--- src/rtl/soc_arb_bb.sv ---
// soc_arb_bb: round-robin arbiter for the shared Blackbone bus.
// Issues a one-hot grant plus index, bounds each tenure to MAX_BEATS cycles,
// and parks the bus for an external agent through bus_hold / bus_hold_ack.
module soc_arb_bb #(
  parameter  int unsigned MASTERS   = 2,
  parameter  int unsigned MAX_BEATS = 8,
  localparam int unsigned IDX_WIDTH = (MASTERS > 1) ? $clog2(MASTERS) : 1
) (
  input  logic                 clk_i,
  input  logic                 rst_i,
  input  logic [MASTERS-1:0]   m_req_i,
  output logic [MASTERS-1:0]   m_gnt_o,
  output logic [IDX_WIDTH-1:0] gnt_idx_o,
  output logic                 bus_active_o,
  input  logic                 bus_hold,
  output logic                 bus_hold_ack
);

  localparam int unsigned CNT_W    = (MAX_BEATS > 2) ? $clog2(MAX_BEATS) : 1;
  localparam int unsigned CNT_LAST = (MAX_BEATS == 0) ? 0 : MAX_BEATS - 1;
  localparam logic [CNT_W-1:0] CNT_LAST_V = CNT_W'(CNT_LAST);

  typedef enum logic [1:0] {
    S_IDLE,
    S_GRANT,
    S_HOLD
  } state_t;

  state_t               state_q;
  logic [IDX_WIDTH-1:0] ptr_q;
  logic [CNT_W-1:0]     cnt_q;

  logic [IDX_WIDTH-1:0] next_ptr_c;
  logic [IDX_WIDTH-1:0] base_c;
  logic                 pick_vld_c;
  logic [IDX_WIDTH-1:0] pick_idx_c;
  logic                 tenure_end_c;
  logic                 release_c;

  // Round-robin pick; while granted, scan from the slot after the owner so the
  // rotated pointer already applies to a back-to-back handover.
  always_comb begin
    logic [IDX_WIDTH-1:0] j;
    next_ptr_c = IDX_WIDTH'((32'(gnt_idx_o) + 32'd1) % MASTERS);
    base_c     = (state_q == S_GRANT) ? next_ptr_c : ptr_q;
    pick_vld_c = 1'b0;
    pick_idx_c = '0;
    j          = '0;
    for (int unsigned i = 0; i < MASTERS; i++) begin
      j = IDX_WIDTH'((32'(base_c) + i) % MASTERS);
      if (!pick_vld_c && m_req_i[j]) begin
        pick_vld_c = 1'b1;
        pick_idx_c = j;
      end
    end
  end

  // Tenure end: owner drops its request, beat budget spent, or bus park requested.
  always_comb begin
    tenure_end_c = (MAX_BEATS != 0) && (cnt_q == CNT_LAST_V);
    release_c    = !m_req_i[gnt_idx_o] || tenure_end_c || bus_hold;
  end

  // Arbitration FSM with registered grant, index and hold acknowledge.
  always_ff @(posedge clk_i or posedge rst_i) begin
    if (rst_i) begin
      state_q      <= S_IDLE;
      ptr_q        <= '0;
      cnt_q        <= '0;
      m_gnt_o      <= '0;
      gnt_idx_o    <= '0;
      bus_active_o <= 1'b0;
      bus_hold_ack <= 1'b0;
    end else begin
      // Ack trails HOLD by one edge so it never overlaps an active grant.
      bus_hold_ack <= (state_q == S_HOLD);
      case (state_q)
        S_IDLE: begin
          if (bus_hold) begin
            state_q <= S_HOLD;
          end else if (pick_vld_c && !bus_hold_ack) begin
            state_q      <= S_GRANT;
            m_gnt_o      <= MASTERS'(1) << pick_idx_c;
            gnt_idx_o    <= pick_idx_c;
            bus_active_o <= 1'b1;
            cnt_q        <= '0;
          end
        end
        S_GRANT: begin
          if (cnt_q != CNT_LAST_V) begin
            cnt_q <= cnt_q + CNT_W'(1);
          end
          if (release_c) begin
            ptr_q        <= next_ptr_c;
            m_gnt_o      <= '0;
            bus_active_o <= 1'b0;
            if (bus_hold) begin
              state_q <= S_HOLD;
            end else if (pick_vld_c && (MASTERS > 1)) begin
              state_q      <= S_GRANT;
              m_gnt_o      <= MASTERS'(1) << pick_idx_c;
              gnt_idx_o    <= pick_idx_c;
              bus_active_o <= 1'b1;
              cnt_q        <= '0;
            end else begin
              // A lone master still gets one released cycle between tenures.
              state_q <= S_IDLE;
            end
          end
        end
        S_HOLD: begin
          if (!bus_hold) begin
            state_q <= S_IDLE;
          end
        end
        default: begin
          state_q <= S_IDLE;
        end
      endcase
    end
  end

endmodule

--- config.mk ---
export PLATFORM = sky130hd
export DESIGN_NAME = soc_arb_bb
export DESIGN_NICKNAME = d
export VERILOG_FILES = /design/src/rtl/soc_arb_bb.sv
export SDC_FILE = /design/constraint.sdc
export NUM_CORES = 1
export LEC_CHECK = 0
export ABC_CLOCK_PERIOD_IN_PS = 1650
export BUFFER_PORTS_ARGS = -buffer_cell sky130_fd_sc_hd__buf_4
export CORE_AREA = 2 2 39 41
export CTS_CLUSTER_SIZE = 16
export DETAILED_ROUTE_END_ITERATION = 16
export DIE_AREA = 0 0 41 43
export PLACE_DENSITY = 0.66
export REMOVE_ABC_BUFFERS = 1
export SYNTH_ARGS = -nofsm -noshare
export SYNTH_HDL_FRONTEND = slang
export SYNTH_SLANG_ARGS = --single-unit
--- constraint.sdc ---
create_clock -name clk_i -period 1.65 [get_ports clk_i]
set_input_delay 0.2475 -clock clk_i [delete_from_list [all_inputs] [get_ports clk_i]]
set_output_delay 0.2475 -clock clk_i [all_outputs]
set_load 0.005 [all_outputs]
==> results.json <==
{
  "dp_hpwl_microns": 795,
  "drt-initial-drc-count": 7,
  "cp_top_family": "compound AO/OA/AOI/OAI gates",
  "yosysSeqAreaShare_pct": 50.0,
  "io_pins": 10,
  "drtAntennaViolNets": 0,
  "grt_first_pass_wirelength_mm": 1.59,
  "die_h_microns": 43,
  "synth_area_leader_cell": "dfrtp_1",
  "end_kind": "flop",
  "crit_buf_inv": 0,
  "grt_use_total_pct": 13.8,
  "status": "completed",
  "drv_cap": 0,
  "grt_pass1_vias": 385,
  "syn-cell-area_sq_um": 551,
  "cts_tree": "done",
  "syn_to_final_growth_pct": 23.9,
  "setup_tns_ps": 0,
  "grt_overflow_total": 0,
  "crit_type": "flop to flop",
  "start_kind": "flop",
  "irDropWorstVdd_mv": 0.495,
  "cp_max_fo": 4,
  "crit_required_ps": 1870,
  "max_clock_freq_mhz": 681,
  "clock_sinks": 11,
  "hold_class": "input pin to flop",
  "syn_inst": 50,
  "grt_max_degree": 12,
  "drv_slew": 0,
  "final_hold_viol_count": 0,
  "worstSetupStartpoint": "cnt_q[0]$_DFFE_PP0P_",
  "period_needed_ps": 1470,
  "rows": 14,
  "wl_mm": 1.01,
  "reg2reg_slack_ps": 180,
  "fin_cells": 81,
  "holdWs_ps": 265,
  "power.leakage_nw": 0.325,
  "avgViaCountPerCell": 5.19,
  "die_area_sq_um": 1760,
  "worst_pin_slew_ps": 408,
  "cp_cell_sequence": "ha_1 > a21o_1 > o21ai_0 > o31a_1 > a22o_1",
  "cts.path.max_buffers": 2,
  "worstHoldStart": "bus_hold",
  "ys_seq_elements": 11,
  "wl_per_cell_microns": 12.5,
  "start_util_pct": 39.8,
  "first_pass_iters": 3,
  "core_sq_um": 1380,
  "antenna_found_initial": 0,
  "die_w_microns": 41,
  "rsz0062_at_grt": "false",
  "fill_cells": 137,
  "layout-drive-gt1-share_pct": 27.7,
  "drc": 0,
  "yosysWarnings": 0,
  "place_inst": 76,
  "arrival_ps": 1690,
  "r2r_start": "cnt_q[0]$_DFFE_PP0P_",
  "synth.top_cell.area_share_pct": 50.0,
  "clock_latency_ps": 270,
  "synth_cell_types": 26,
  "final_nets": 72,
  "diodes": 0,
  "powerDensity_nw_per_um2": 1110,
  "port_buffers": 9,
  "fin_crit_sh_pct": 89.0,
  "max_slew_margin_pct": 72.7,
  "report.final.setup_viol": 0,
  "synth_area_per_cell_sq_um": 11.0,
  "finalClockSkew_ps": 6.24,
  "vias": 420,
  "synth_area_leaders": "dfrtp_1 50%, a21o_1 4.1%, o21bai_1 4.1%",
  "cts.htree.levels": 1,
  "cts-root-buf": "clkbuf_4",
  "cp_slowest_stage_delay_ps": 390,
  "gp_congestion": 0.838,
  "path_clk_slew_ps": 70,
  "worst_path_max_delay_cell": "dfrtp_1",
  "cts_buffers": 3
}
## final timing paths
kind                       cells past startpoint                  endpoint
max                                            5    m_gnt_o[0]$_DFFE_PP0P_
min                                            2    state_q[1]$_DFFE_PP0P_
max reg2reg                                    5    m_gnt_o[0]$_DFFE_PP0P_
min reg2reg                                    1    m_gnt_o[1]$_DFFE_PP0P_
max in group asynchronous                      3    state_q[1]$_DFFE_PP0P_
min in group asynchronous                      3  bus_active_o$_DFFE_PP0P_
## cell families (layout without fill, tap and decap cells)
group | Yosys count | after routing | synth area share [%]
adders and majority gates | 1 | 1 | 2.27
muxes | 2 | 2 | 3.86
and+or+nand+nor | 14 | 14 | 15.0
DFF | 11 | 11 | 50.0
buffers and inverters | 3 | 18 | 2.05
AOI/OAI and AO/OA | 19 | 19 | 26.8
## state kept, by name, summed over array words and instances, names as in the netlist
register      flops
bus_hold_ack      1
m_gnt_o           2
ptr_q             1
cnt_q             3
gnt_idx_o         1
state_q           2
bus_active_o      1
## stage by stage
| stage | total power, mW | util, % | area (sq um) | setup slack, ps |
|---|---|---|---|---|
| floorplan | 0.488 | - | 551 | 282 |
| global placement | 0.573 | 46.7 | 646 | 218 |
| detailed placement | 0.574 | 46.7 | 646 | 179 |
| CTS | 0.761 | 49.3 | 682 | 167 |
| global route | 0.800 | 49.3 | 682 | 73.5 |
| finish | 0.756 | 49.3 | 682 | 181 |
## synthesized netlist by cell type, drive strengths merged
| cell type | number |
|---|---|
| o311ai | 1 |
| a211o | 1 |
| mux2 | 1 |
| mux2i | 1 |
| ha | 1 |
| nor4 | 1 |
| nor2 | 1 |
| nor4b | 1 |
| a211oi | 1 |
| o21ai | 3 |
| or2 | 1 |
| nand2 | 3 |
| o21bai | 3 |
| inv | 3 |
| o31a | 1 |
| a21o | 3 |
| nand4b | 1 |
| nor2b | 2 |
| a21boi | 2 |
| or3 | 1 |
| nor3 | 2 |
| a21oi | 2 |
| a22o | 2 |
| dfrtp | 11 |
| and2b | 1 |
## report_power, final
part / leakage, nW / switching, mW / internal (mW)
sequential: 0.139 / 0.0473 / 0.331
clock: 0.0150 / 0.0936 / 0.0938
combinational: 0.171 / 0.0797 / 0.111
total: 0.325 / 0.221 / 0.536
## per-layer routing
metal	GRT usage, %	routed length [microns]	vias up
met4	8.00	19	0
met2	19.7	447	6
li1	-	-	216
met3	4.71	44	2
met5	0	0	-
met1	17.3	497	196
## timing repair
item                                   CTS  global route
buffers inserted                         0             0
hold buffers                             1             0
resized for setup                        0             0
endpoints found under the hold margin   11             0
## cells in the final DEF (no fill, tap or decap), drive strengths merged, types with 2 or more instances in the layout
master,count
a21boi,2
a21o,3
a21oi,2
a22o,2
buf,10
clkbuf,4
dfrtp,11
inv,3
nand2,3
nor2b,2
nor3,2
o21ai,3
o21bai,3
## layout make-up
type	count	area [sq um]	area share, %
multi-input combinational	36	264	38.7
sequential	11	275	40.4
timing repair buffer	11	85.1	12.5
clock buffer	4	26.3	3.85
inverter	3	11.3	1.65
tap	16	20.0	2.94
Power figures use the tool's default switching activity.
